### src/rtl/condicionador_botoes_if.sv
// condicionador_botoes_if
// Groups the button-conditioner signals into one bundle.
//   master : the side that drives the raw buttons and control (control unit / bench)
//   slave  : the conditioner itself
// Signals:
//   botoes_brutos  [7:0]  raw button levels, active-high, asynchronous to clk
//   habilitar             enables press-pulse generation
//   limpar_jogadas        synchronous clear of the move counter
//   pulsos         [7:0]  one-cycle press pulses (to matriz_leds.botoes)
//   estavel        [7:0]  debounced button levels
//   jogadas        [7:0]  saturating move counter
interface condicionador_botoes_if;
    logic [7:0] botoes_brutos;
    logic       habilitar;
    logic       limpar_jogadas;
    logic [7:0] pulsos;
    logic [7:0] estavel;
    logic [7:0] jogadas;

    modport master (
        output botoes_brutos,
        output habilitar,
        output limpar_jogadas,
        input  pulsos,
        input  estavel,
        input  jogadas
    );

    modport slave (
        input  botoes_brutos,
        input  habilitar,
        input  limpar_jogadas,
        output pulsos,
        output estavel,
        output jogadas
    );
endinterface

### src/rtl/condicionador_botoes.sv
// condicionador_botoes
// Input stage for matriz_leds: two-flop synchronizer, per-button debounce,
// rising-edge press pulses and a saturating move counter.
// Ports:
//   clk   FPGA main clock
//   rst   asynchronous active-high reset, clears every register
//   bus   condicionador_botoes_if.slave (botoes_brutos, habilitar,
//         limpar_jogadas in; pulsos, estavel, jogadas out)
// Parameters:
//   DEBOUNCE_CICLOS  consecutive mismatching cycles needed to change a
//                    stable level (2 .. 2**CNT_W-1)
//   CNT_W            width of each per-button debounce counter
module condicionador_botoes #(
    parameter int DEBOUNCE_CICLOS = 50000,
    parameter int CNT_W           = 16
) (
    input  logic                   clk,
    input  logic                   rst,
    condicionador_botoes_if.slave  bus
);

    localparam logic [CNT_W-1:0] CNT_MAX = CNT_W'(DEBOUNCE_CICLOS - 1);

    logic [7:0] s1_reg;
    logic [7:0] s2_reg;
    logic [7:0] estavel_vec;
    logic [7:0] estavel_d_reg;
    logic [7:0] pulsos_reg;
    logic [7:0] pulsos_next;
    logic [7:0] jogadas_reg;
    logic [7:0] jogadas_next;

    // Two-flop synchronizer; only s2 is used downstream.
    always_ff @(posedge clk or posedge rst) begin
        if (rst) begin
            s1_reg <= '0;
            s2_reg <= '0;
        end else begin
            s1_reg <= bus.botoes_brutos;
            s2_reg <= s1_reg;
        end
    end

    // Independent debounce per button. A single matching cycle restarts
    // the count; the counter stops at CNT_MAX so it can never wrap.
    genvar gi;
    generate
        for (gi = 0; gi < 8; gi++) begin : g_debounce
            logic [CNT_W-1:0] cnt_reg;
            logic             estavel_reg;

            always_ff @(posedge clk or posedge rst) begin
                if (rst) begin
                    cnt_reg     <= '0;
                    estavel_reg <= 1'b0;
                end else if (s2_reg[gi] == estavel_reg) begin
                    cnt_reg <= '0;
                end else if (cnt_reg == CNT_MAX) begin
                    estavel_reg <= s2_reg[gi];
                    cnt_reg     <= '0;
                end else begin
                    cnt_reg <= cnt_reg + 1'b1;
                end
            end

            assign estavel_vec[gi] = estavel_reg;
        end
    endgenerate

    // Press pulses: rising edge of the debounced level, gated by habilitar.
    // A press seen while disabled is dropped, not held for later.
    always_comb begin
        pulsos_next = {8{bus.habilitar}} & estavel_vec & ~estavel_d_reg;
    end

    // Move counter: clear wins over increment; simultaneous pulses count once.
    always_comb begin
        jogadas_next = jogadas_reg;
        if (bus.limpar_jogadas) begin
            jogadas_next = '0;
        end else if ((pulsos_reg != 8'd0) && (jogadas_reg != 8'hFF)) begin
            jogadas_next = jogadas_reg + 8'd1;
        end
    end

    always_ff @(posedge clk or posedge rst) begin
        if (rst) begin
            estavel_d_reg <= '0;
            pulsos_reg    <= '0;
            jogadas_reg   <= '0;
        end else begin
            estavel_d_reg <= estavel_vec;
            pulsos_reg    <= pulsos_next;
            jogadas_reg   <= jogadas_next;
        end
    end

    assign bus.pulsos  = pulsos_reg;
    assign bus.estavel = estavel_vec;
    assign bus.jogadas = jogadas_reg;

endmodule
### src/flat_wrapper.sv
// flat-port wrapper written by rule: the top's interface ports become plain ports
module condicionador_botoes_flat 
#(
    parameter int DEBOUNCE_CICLOS = 50000,
    parameter int CNT_W           = 16
)
  (clk, rst, bus_botoes_brutos, bus_habilitar, bus_limpar_jogadas, bus_pulsos, bus_estavel, bus_jogadas);
  condicionador_botoes_if bus_i ();
  input  logic clk;
  input  logic rst;
  input wire logic [$bits(bus_i.botoes_brutos)-1:0] bus_botoes_brutos;
  input wire logic [$bits(bus_i.habilitar)-1:0] bus_habilitar;
  input wire logic [$bits(bus_i.limpar_jogadas)-1:0] bus_limpar_jogadas;
  output wire logic [$bits(bus_i.pulsos)-1:0] bus_pulsos;
  output wire logic [$bits(bus_i.estavel)-1:0] bus_estavel;
  output wire logic [$bits(bus_i.jogadas)-1:0] bus_jogadas;
  assign bus_i.botoes_brutos = bus_botoes_brutos;
  assign bus_i.habilitar = bus_habilitar;
  assign bus_i.limpar_jogadas = bus_limpar_jogadas;
  assign bus_pulsos = bus_i.pulsos;
  assign bus_estavel = bus_i.estavel;
  assign bus_jogadas = bus_i.jogadas;
  condicionador_botoes #(.DEBOUNCE_CICLOS(DEBOUNCE_CICLOS), .CNT_W(CNT_W)) u_core (.clk(clk), .rst(rst), .bus(bus_i));
endmodule
### config.mk
export PLATFORM = sky130hd
export DESIGN_NAME = condicionador_botoes_flat
export DESIGN_NICKNAME = d
export VERILOG_FILES = /design/src/rtl/condicionador_botoes_if.sv /design/src/rtl/condicionador_botoes.sv /design/src/flat_wrapper.sv
export SDC_FILE = /design/constraint.sdc
export NUM_CORES = 1
export LEC_CHECK = 0
export ABC_AREA = 1
export ABC_CLOCK_PERIOD_IN_PS = 7730
export CORE_MARGIN = 3
export CORE_UTILIZATION = 30
export DETAILED_ROUTE_END_ITERATION = 10
export GPL_TIMING_DRIVEN = 0
export HOLD_SLACK_MARGIN = 0.12
export PLACE_DENSITY = 0.42
export SLEW_MARGIN = 20
export SYNTH_ARGS = -nofsm -noshare
export SYNTH_HDL_FRONTEND = slang
export SYNTH_SLANG_ARGS = --single-unit
### constraint.sdc
create_clock -name clk -period 7.73 [get_ports clk]
set_input_delay 1.546 -clock clk [delete_from_list [all_inputs] [get_ports clk]]
set_output_delay 1.546 -clock clk [all_outputs]
set_load 0.02 [all_outputs]
======== Yosys cells after proc, flatten, opt, wreduce, memory -nomap -nowiden ========
Cells that the tools add are included.
word-level totals
  input bits .............................. 12
  output and inout port bits .............. 24
  flip-flop bits (word level) ............. 176
operators by class
  bitwise gates (word level) .............. 11
  multiplexer cells ....................... 18
  add/sub/neg operators ................... 9
  eq/ne operators ......................... 17
  reduce and logical (&&, ||, !) cells .... 11
operators by type and width
  operator                 count
  $mux W16                 16
  $add A16 B1 Y16 const B  8
  $eq A16 B16 Y1 const B   8
  $and A8 B8 Y8            2
  $mux W8                  2
  $reduce_and A2 Y1        8
  $add A8 B1 Y8 const B    1
  $eq A1 B1 Y1             8
  $ne A8 B8 Y1 const B     1
  $not A1 Y1               8
  $not A8 Y8               1
  $reduce_bool A8 Y1       1
  $reduce_bool A2 Y1       1
  $logic_and A1 B1 Y1      1

======== Depth between registers and ports, before layout ========
Gate-level depths: netlist (run 1).
  depth after elaboration ................. 4
  mapped depth ............................ 9

======== Worst setup path before layout (run 1) ========
OpenSTA, ideal clock, no wires.
  path type ............................... input-to-reg
  start point ............................. in bus_limpar_jogadas
  end point ............................... reg u_core.jogadas_reg[4], in the netlist u_core.bus.jogadas[4]
  buffers on the path ..................... 1
  arrival ................................. 2,109 ps
  path slack .............................. 5,503 ps
  data required time ...................... 7,613 ps
  stages .................................. 5
  library setup time ...................... 117 ps
  path through ............................ inv_1 > clkbuf_1 > nand2_1 > nand2_1 > nand2_1
between the ends
  cells in the longest elaborated chain, start to end .. 1
  elaborated cells on any way between the ends .. 2
RTL lines
  item                                           line                        text
  start, declared                                flat_wrapper.sv:13          input wire logic [$bits(bus_i.limpar_jogadas)-1:0] bus_limpar_jogadas;
  $mux W8 or $reduce_bool A2 Y1 (tied branches)  --
  end signal, assigned                           condicionador_botoes.sv:94  jogadas_reg <= jogadas_next;
  end, declared                                  condicionador_botoes.sv:30  logic [7:0] jogadas_reg;
Parallel ways exist; a longest one is shown, timed or not.
A chain may end at the register's enable or synchronous reset.

======== Worst setup path after layout (run 1) ========
  start point ............................. reg u_core.g_debounce[5].estavel_reg
  end point ............................... out bus_estavel[5]
RTL lines
  item                    line                        text
  start, declared         condicionador_botoes.sv:50  logic estavel_reg;
  start signal, assigned  condicionador_botoes.sv:59  estavel_reg <= s2_reg[gi];
  end, declared           flat_wrapper.sv:15          output wire logic [$bits(bus_i.estavel)-1:0] bus_estavel;
No word-level cell between the ends.

==> results of run 1 <==
worst max-delay path by stage:
stage | startpoint | to | slack (ns) | cells after the start
after floorplan | rst | u_core.bus.jogadas[0] | 1.41 | 1
after global placement | rst | u_core.s2_reg[3] | -1.54 | 2
after detailed placement | rst | u_core.s2_reg[3] | 4.70 | 3
after CTS | u_core.g_debounce[2].estavel_reg | bus_estavel[2] | 4.49 | 2
after global routing | u_core.g_debounce[2].estavel_reg | bus_estavel[2] | 4.46 | 2
final | u_core.g_debounce[5].estavel_reg | bus_estavel[5] | 4.54 | 2
per-layer routing:
layer	global-route usage [%]	up-vias	share of wire, %
met3	2.95	7	2.8
met5	0	-	0
met2	21.2	70	45
li1	-	3813	-
met1	18.2	3296	51
met4	2.76	0	0.72
worst register-to-register path, cell delays in order, from the launching register on:
cell     delay, ns
dfrtp_1       0.38
ha_1          0.28
nand3_1       0.20
nor2_1        0.26
nand2_1       0.12
nand2_2       0.17
nor2_1        0.07
synth_stat cells:
cell type,instances,area [µm²]
nor2_4,10,113
nand2_1,296,1110
and2_0,2,12.5
nor2_2,13,81.3
o21ai_1,1,5.00
nand3b_1,4,30.0
nor3_4,1,16.3
nand2_2,14,87.6
o21ai_0,11,55.1
dfrtp_1,176,4400
clkbuf_1,2,7.51
o21bai_1,9,67.6
nand4_1,19,119
nor3_1,22,110
xnor2_1,6,52.6
nand3_2,1,10.0
nor2_1,275,1030
ha_1,9,113
inv_2,10,37.5
a21oi_2,2,17.5
xor2_1,27,236
nand3_1,103,515
nor3b_1,8,60.1
a21oi_1,21,105
xor2_2,4,65.1
buf_4,9,67.6
nand2_4,1,11.3
inv_1,124,465
and2_1,4,25.0
nor3_2,5,50.1
kinds of logic after synthesis:
kind of cell | after synthesis | synth area share (%)
flops | 176 | 48.5
compound gates | 44 | 2.75
fa+ha+maj | 9 | 1.24
simple gates | 778 | 37.3
xor+xnor | 37 | 3.90
buf+inv | 145 | 6.36
area by class of cell:
class	instances	area (µm²)
Fill cell	3106	19100
Sequential cell	176	4400
Multi-Input combinational cell	868	4100
Inverter	134	510
Tap cell	390	488
Clock buffer	18	439
Timing Repair Buffer	35	368
Clock inverter	13	198
Buffer	11	75.1
layout by cell type (no fill, tap or decap), types with 2 or more instances in the layout:
cell type,instances
nand4_1,19
nor2_4,10
clkdlybuf4s50_1,34
xor2_2,4
nor2_2,13
and2_1,4
bufinv_16,4
nor3_2,5
buf_4,9
nand3_1,103
a21oi_1,21
nand3b_1,4
xor2_1,27
nand2_2,14
clkinv_4,2
nor2_1,275
inv_6,6
nor3_1,22
dfrtp_1,176
a21oi_2,2
o21ai_0,11
nor3b_1,8
inv_1,123
clkbuf_16,17
xnor2_1,6
clkbuf_1,2
and2_0,2
inv_2,10
ha_1,9
o21bai_1,9
nand2_1,296
power by group through the flow:
stage          sequential (mW)  combinational, mW  clock [mW]
2_1_floorplan            0.963             0.0464           0
3_3_place_gp             0.965             0.0704           0
3_5_place_dp             0.965             0.0731           0
4_1_cts                  0.947             0.0733       0.985
5_1_grt                  0.949             0.0820        1.02
6_report                 0.947             0.0696       0.946
metrics by stage:
| stage | area, µm² | util (%) | setup TNS (ns) | power (mW) |
|---|---|---|---|---|
| final | 10600 | 35.6 | 0 | 1.96 |
| after CTS | 10600 | 35.6 | 0 | 2.01 |
| after detailed placement | 9950 | 33.5 | 0 | 1.04 |
| after floorplan | 9080 | - | 0 | 1.01 |
| after global placement | 9910 | 33.4 | -267.51 | 1.04 |
| after global routing | 10600 | 35.6 | 0 | 2.05 |
==> run_results.csv, run 1 <==
group,metric,value,unit
run_status,status,"complete, no violations",
sta,rsz0062_at_grt,"no",
finish,fin_cells,1645,
logic_synthesis,synthCells,1189,
floorplanning,rows,63,
setup_path,cp.arrival,1.64,ns
global_routing,track_usage,13.1,%
sta,finalCritPeriodShare,41.2,%
route,via_per_inst,4.37,
global_routing,grt.overflow.total,0,
sta,slew_viol_final,0,
finish,area_growth,16.5,%
route,first_iter_violations,416,
global_routing,grt_pass1_vias,7190,
placed_design,dp_hpwl,14500,µm
setup_path,required,6.18,ns
route,drt-total-wl,20100,µm
clock_tree,cts_tree,"yes",
power,clkPwrFrac,48.2,%
route,wl_per_cell,12.2,µm
power,switching_power,449,µW
hold_path,worstHoldPathCells,0,
logic_synthesis,syn_nets,1210,
clock_tree,path_clk_slew,0.08,ns
floorplanning,die_area,32400,µm²
setup_path,crit_family,"buffers and inverters",
setup_path,critPathBufInv,2,
setup_path,worst_r2r_path_depth,6,
power,ir_worst_vdd,0.122,mV
logic_synthesis,netlist_area,9080,µm²
global_routing,antenna_found_initial,0,
power,p_leak,4.65,nW
finish,drive_above_1_share,8.21,%
global_routing,grt_max_degree,91,
floorplanning,die_w,180,µm
flow_run,maxCapViolations,0,
setup_path,start_kind,"flop",
sta,fin_ws,4.54,ns
clock_tree,max-clock-path-buffers,2,
route,drc,0,
setup_path,reg2reg_setup_slack,6.13,ns
finish,diodes,0,
sta,setup_viol,0,
floorplanning,io_pins,36,
logic_synthesis,ys_types,30,
clock_tree,cts_buffers,17,
power,p_comb_share,3.5,%
sta,holdWs,0.351,ns
setup_path,path_cells,"buf_4 > clkdlybuf4s50_1",
setup_path,crit_fanout,5,
clock_tree,cts_root_buf,"clkbuf_16",
route,first_pass_iters,5,
power,intPower,1.51,mW
floorplanning,core,29700,µm²
power,power_frac_seq,48.2,%
floorplanning,die_h,180,µm
setup_path,crit_slowest_cell,"clkdlybuf4s50_1",
placed_design,place_ws,4.70,ns
logic_synthesis,ys_ff_latch,176,
sta,tightest_slew,0.743,ns
global_routing,grt_pass1_wl,35500,µm
route,vias,7186,
setup_path,crit_path_end_kind,"primary output",
route,ant_nets,0,
hold_path,hold_end,"u_core.s2_reg[5]",
clock_tree,numClockSinks,176,
hold_path,hold_path_class,"flop to flop",
sta,hold_viol,0,
sta,min_period,3.19,ns
logic_synthesis,yosys_warnings,0,
clock_tree,postCtsSetupRepairBufs,0,
logic_synthesis,synth-seq-area-share,48.5,%
sta,max_slew_margin,50.5,%
hold_path,hold_start,"u_core.s1_reg[5]",
setup_path,r2r_end,"u_core.g_debounce[6].cnt_reg[7]",
setup_path,critPathMaxStageDelay,0.59,ns
sta,fmax,314,MHz
logic_synthesis,syn_avg_cell_area,7.64,µm²
placed_design,dpl.cell_count,1614,
power,p_per_area,185,nW/µm²
setup_path,crit_type,"flop to primary output",
finish,largest_register_ffs,128,
clock_tree,htreeDepth,4,
sta,fin_skew,0.0122,ns
placed_design,port_buffers,34,
clock_tree,clock_insertion_delay_worst_skew,0.43,ns
finish,finish.net_count,1264,
clock_tree,cts.repair.resized,0,
clock_tree,postCtsHoldBufs,0,
power,swShare,22.9,%
setup_path,reg2reg_from,"u_core.g_debounce[6].cnt_reg[0]",
floorplanning,initial_core_util,30.6,%
placed_design,gp_congestion,0.805,
(Power assumes the default switching activity.)
==> inputs of run 2 (changes only) <==
--- a/config.mk
+++ b/config.mk
@@ -6,13 +6,13 @@
 export NUM_CORES = 1
 export LEC_CHECK = 0
 export ABC_AREA = 1
-export ABC_CLOCK_PERIOD_IN_PS = 7730
+export ABC_CLOCK_PERIOD_IN_PS = 2890
 export CORE_MARGIN = 3
 export CORE_UTILIZATION = 30
 export DETAILED_ROUTE_END_ITERATION = 10
 export GPL_TIMING_DRIVEN = 0
 export HOLD_SLACK_MARGIN = 0.12
-export PLACE_DENSITY = 0.42
+export PLACE_DENSITY = 0.44
 export SLEW_MARGIN = 20
 export SYNTH_ARGS = -nofsm -noshare
 export SYNTH_HDL_FRONTEND = slang
==> constraint.sdc (replaced) <==
create_clock -name clk -period 2.89 [get_ports clk]
set_input_delay 0.578 -clock clk [delete_from_list [all_inputs] [get_ports clk]]
set_output_delay 0.578 -clock clk [all_outputs]
set_load 0.02 [all_outputs]
==> run_results.csv, run 2 (synthesized netlist as in run 1, its figures left out) <==
group,metric,value,unit
finish,fin_cells,1652,
setup_path,crit_path_end_kind,"primary output",
clock_tree,cts_tree,"yes",
global_routing,antenna_found_initial,0,
global_routing,grt_pass1_wl,34800,µm
finish,drive_above_1_share,8.72,%
setup_path,path_cells,"buf_4 > clkdlybuf4s50_1",
setup_path,required,2.31,ns
route,ant_nets,0,
clock_tree,postCtsHoldBufs,0,
setup_path,r2r_end,"u_core.bus.jogadas[4]",
sta,slew_viol_final,0,
global_routing,grt.overflow.total,0,
finish,area_growth,17.6,%
sta,tightest_slew,0.602,ns
floorplanning,core,29700,µm²
power,p_per_area,484,nW/µm²
setup_path,crit_type,"flop to primary output",
finish,layout_common_cells,"296 x nand2_1, 275 x nor2_1, 176 x dfrtp_1, 123 x inv_1, 103 x nand3_1",
clock_tree,postCtsSetupRepairBufs,0,
finish,largest_register_ffs,128,
setup_path,worst_r2r_path_depth,6,
placed_design,port_buffers,34,
clock_tree,max-clock-path-buffers,2,
route,first_pass_iters,6,
setup_path,crit_slowest_cell,"clkdlybuf4s50_1",
sta,setup_viol,0,
placed_design,dp_hpwl,15000,µm
floorplanning,initial_core_util,30.6,%
setup_path,critPathMaxStageDelay,0.59,ns
setup_path,crit_fanout,5,
power,ir_worst_vdd,0.373,mV
clock_tree,numClockSinks,176,
clock_tree,clock_insertion_delay_worst_skew,0.43,ns
floorplanning,die_h,180,µm
route,drt-total-wl,20000,µm
clock_tree,cts.repair.resized,0,
hold_path,hold_end,"u_core.s2_reg[0]",
sta,holdWs,0.345,ns
power,p_leak,4.69,nW
global_routing,grt_max_degree,32,
placed_design,post_dp_cell_area,10100,µm²
sta,fmax,444,MHz
sta,min_period,2.25,ns
hold_path,hold_start,"u_core.s1_reg[0]",
sta,rsz0062_at_grt,"no",
run_status,status,"complete, no violations",
clock_tree,cts_buffers,17,
finish,diodes,0,
hold_path,worstHoldPathCells,0,
clock_tree,htreeDepth,4,
floorplanning,rows,63,
sta,setup_tns,0,ns
route,vias,7262,
sta,finalCritPeriodShare,77.9,%
finish,design_area,10700,µm²
route,wl_per_cell,12.1,µm
clock_tree,cts_root_buf,"clkbuf_16",
route,via_per_inst,4.40,
sta,fin_skew,0.0152,ns
power,power,5.17,mW
finish,fillers,3144,
setup_path,start_kind,"flop",
finish,fin_util,36.0,%
floorplanning,die_w,180,µm
route,drc,0,
finish,finish.net_count,1270,
sta,fin_ws,0.639,ns
hold_path,hold_path_class,"flop to flop",
setup_path,reg2reg_setup_slack,1.32,ns
floorplanning,die_area,32400,µm²
placed_design,dpl.cell_count,1620,
sta,max_slew_margin,59.9,%
global_routing,grt_pass1_vias,7080,
clock_tree,path_clk_slew,0.08,ns
route,first_iter_violations,448,
placed_design,gp_congestion,0.799,
sta,hold_viol,0,
setup_path,cp.arrival,1.67,ns
global_routing,track_usage,12.8,%
flow_run,maxCapViolations,0,
setup_path,reg2reg_from,"u_core.bus.pulsos[6]",
placed_design,place_ws,0.864,ns
finish,layout_commonest_cell,"nand2_1",
floorplanning,io_pins,36,
run 2: cell count changes in the layout (fill, tap and decap cells not counted):
| cell | change |
|---|---|
| clkinv_4 | -1 |
| buf_12 | +4 |
| clkinvlp_4 | +2 |
| clkinv_2 | +1 |
| inv_8 | +3 |
| inv_6 | -2 |
| bufinv_16 | -2 |
| buf_16 | +2 |
run 2: final cells by class:
class / instances / area [µm²] / area share (%)
Timing Repair Buffer: 41 / 503 / 4.71
Inverter: 134 / 507 / 4.74
Tap cell: 390 / 488 / 4.57
Multi-Input combinational cell: 868 / 4100 / 38.4
Sequential cell: 176 / 4400 / 41.2
Buffer: 11 / 75.1 / 0.702
Clock inverter: 14 / 169 / 1.58
Clock buffer: 18 / 439 / 4.11
run 2: worst max-delay path by stage:
stage	start	end	slack (ns)	cells past startpoint
detailed placement	bus_limpar_jogadas	u_core.bus.jogadas[4]	0.86	6
CTS	u_core.g_debounce[7].estavel_reg	bus_estavel[7]	0.58	2
global route	u_core.g_debounce[7].estavel_reg	bus_estavel[7]	0.56	2
floorplan	rst	u_core.bus.jogadas[0]	0.06	1
global placement	rst	u_core.bus.jogadas[5]	-1.72	2
finish	u_core.g_debounce[7].estavel_reg	bus_estavel[7]	0.64	2
run 2: per-layer routing:
metal  GRT usage (%)  wire, µm  part of all wire [%]
met5               0         0                     0
met4            3.19       178                  0.89
met3            2.48       560                   2.8
met2            20.5      9170                    46
met1            18.0     10100                    51
run 2: power by group:
group	switching (mW)	internal, mW
Combinational	0.133	0.0741
Clock	1.10	1.33
Sequential	0.0297	2.50
run 2: worst max-delay path, delay by kind of cell (launching register included):
kind,cells,cell delay [ns]
flip-flops,1,0.49
buffers and inverters,2,0.75
==> inputs of run 3 (changes only) <==
--- a/config.mk
+++ b/config.mk
@@ -6,7 +6,7 @@
 export NUM_CORES = 1
 export LEC_CHECK = 0
 export ABC_AREA = 1
-export ABC_CLOCK_PERIOD_IN_PS = 2890
+export ABC_CLOCK_PERIOD_IN_PS = 1950
 export CORE_MARGIN = 3
 export CORE_UTILIZATION = 30
 export DETAILED_ROUTE_END_ITERATION = 10
==> constraint.sdc (replaced) <==
create_clock -name clk -period 1.95 [get_ports clk]
set_input_delay 0.39 -clock clk [delete_from_list [all_inputs] [get_ports clk]]
set_output_delay 0.39 -clock clk [all_outputs]
set_load 0.02 [all_outputs]
==> run_results.csv, run 3 (synthesized netlist as in run 1, its figures left out) <==
group,metric,value,unit
power,ir_worst_vdd,0.554,mV
sta,max_slew_margin,59.8,%
finish,finish.net_count,1270,
finish,drive_above_1_share,9.35,%
global_routing,track_usage,12.8,%
route,first_iter_violations,423,
sta,setup_viol,0,
finish,fillers,3145,
flow_run,maxCapViolations,0,
finish,largest_register_ffs,128,
floorplanning,core,29700,µm²
floorplanning,die_area,32400,µm²
finish,diodes,0,
clock_tree,postCtsHoldBufs,0,
setup_path,crit_family,"buffers and inverters",
setup_path,required,1.56,ns
setup_path,crit_path_end_kind,"primary output",
floorplanning,die_w,180,µm
placed_design,dp_hpwl,15000,µm
clock_tree,cts_buffers,17,
setup_path,critPathMaxStageDelay,0.64,ns
clock_tree,cts.repair.resized,17,
floorplanning,rows,63,
finish,multi_input_area,4100,µm²
global_routing,grt_max_degree,32,
route,via_per_inst,4.40,
sta,finalCritPeriodShare,97.1,%
clock_tree,numClockSinks,176,
placed_design,gp_congestion,0.799,
sta,fin_ws,0.0562,ns
setup_path,crit_fanout,5,
route,first_pass_iters,5,
setup_path,cp.arrival,1.50,ns
finish,area_growth,17.6,%
global_routing,grt_pass1_vias,7083,
route,vias,7268,
setup_path,crit_type,"flop to primary output",
clock_tree,htreeDepth,4,
route,ant_nets,0,
finish,layout_common_cells,"296 x nand2_1, 275 x nor2_1, 168 x dfrtp_1, 123 x inv_1, 103 x nand3_1",
clock_tree,cts_root_buf,"clkbuf_16",
power,power,7.66,mW
sta,rsz0062_at_grt,"no",
floorplanning,die_h,180,µm
floorplanning,io_pins,36,
sta,hold_viol,0,
route,wl_per_cell,12.2,µm
setup_path,reg2reg_setup_slack,0.38,ns
setup_path,crit_slowest_cell,"clkdlybuf4s50_1",
route,drc,0,
route,drt-total-wl,20100,µm
clock_tree,cts_tree,"yes",
placed_design,place_ws,0.112,ns
floorplanning,initial_core_util,30.6,%
clock_tree,clock_insertion_delay_worst_skew,0.43,ns
sta,min_period,1.89,ns
sta,fmax,528,MHz
power,p_leak,4.73,nW
sta,tightest_slew,0.604,ns
sta,slew_viol_final,0,
finish,fin_util,36.0,%
global_routing,grt_pass1_wl,34800,µm
setup_path,path_cells,"clkdlybuf4s50_1",
clock_tree,postCtsSetupRepairBufs,0,
global_routing,antenna_found_initial,0,
placed_design,port_buffers,34,
clock_tree,max-clock-path-buffers,2,
hold_path,hold_path_class,"input pin to async pin",
power,p_per_area,717,nW/µm²
finish,layout_commonest_cell,"nand2_1",
setup_path,critPathBufInv,1,
finish,seq_area,4410,µm²
global_routing,grt.overflow.total,0,
run_status,status,"complete, no violations",
setup_path,start_kind,"flop",
sta,fin_skew,0.0155,ns
clock_tree,path_clk_slew,0.07,ns
==> run 3: final timing paths <==
check / from / depth (start not counted) / endpoint
worst min register to register: u_core.s1_reg[0] / 0 / u_core.s2_reg[0]
worst max-delay path: u_core.bus.jogadas[4] / 1 / bus_jogadas[4]
max in group asynchronous: rst / 5 / u_core.g_debounce[5].cnt_reg[9]
worst max register to register: u_core.bus.pulsos[6] / 6 / u_core.bus.jogadas[4]
min in group clk: u_core.s1_reg[0] / 0 / u_core.s2_reg[0]
worst min-delay path: rst / 2 / u_core.s1_reg[6]
==> run 3: per-stage QoR <==
step / std cells / area, µm² / hold slack (ns) / TNS (ns)
floorplan: 1189 / 9090 / 0.331 / -121.90
global placement: 1613 / 9920 / 0.332 / -433.37
detailed placement: 1620 / 10100 / 0.335 / 0
CTS: 1652 / 10700 / 0.304 / 0
global route: 1652 / 10700 / 0.327 / 0
finish: 1652 / 10700 / 0.311 / 0
==> run 3: cell type report <==
cell class | instances | share of cell area (%)
Sequential cell | 176 | 41.3
Clock buffer | 18 | 4.11
Buffer | 11 | 0.703
Inverter | 134 | 4.74
Multi-Input combinational cell | 868 | 38.4
Clock inverter | 14 | 1.58
Tap cell | 390 | 4.57
Timing Repair Buffer | 41 | 4.60
==> run 3: per-layer routing <==
layer	vias to the layer above	track usage, %	part of all wire (%)
met5	-	0	0
met4	0	3.19	0.89
met3	12	2.48	2.6
met2	75	20.6	46
met1	3359	18.0	51
li1	3822	-	-
==> run 3: power breakdown <==
part           leakage [nW]  switching [mW]  total (mW)  internal [mW]
Sequential             2.39          0.0442        3.75           3.71
Clock                 0.296            1.63        3.61           1.98
Combinational          2.04           0.197       0.307          0.110
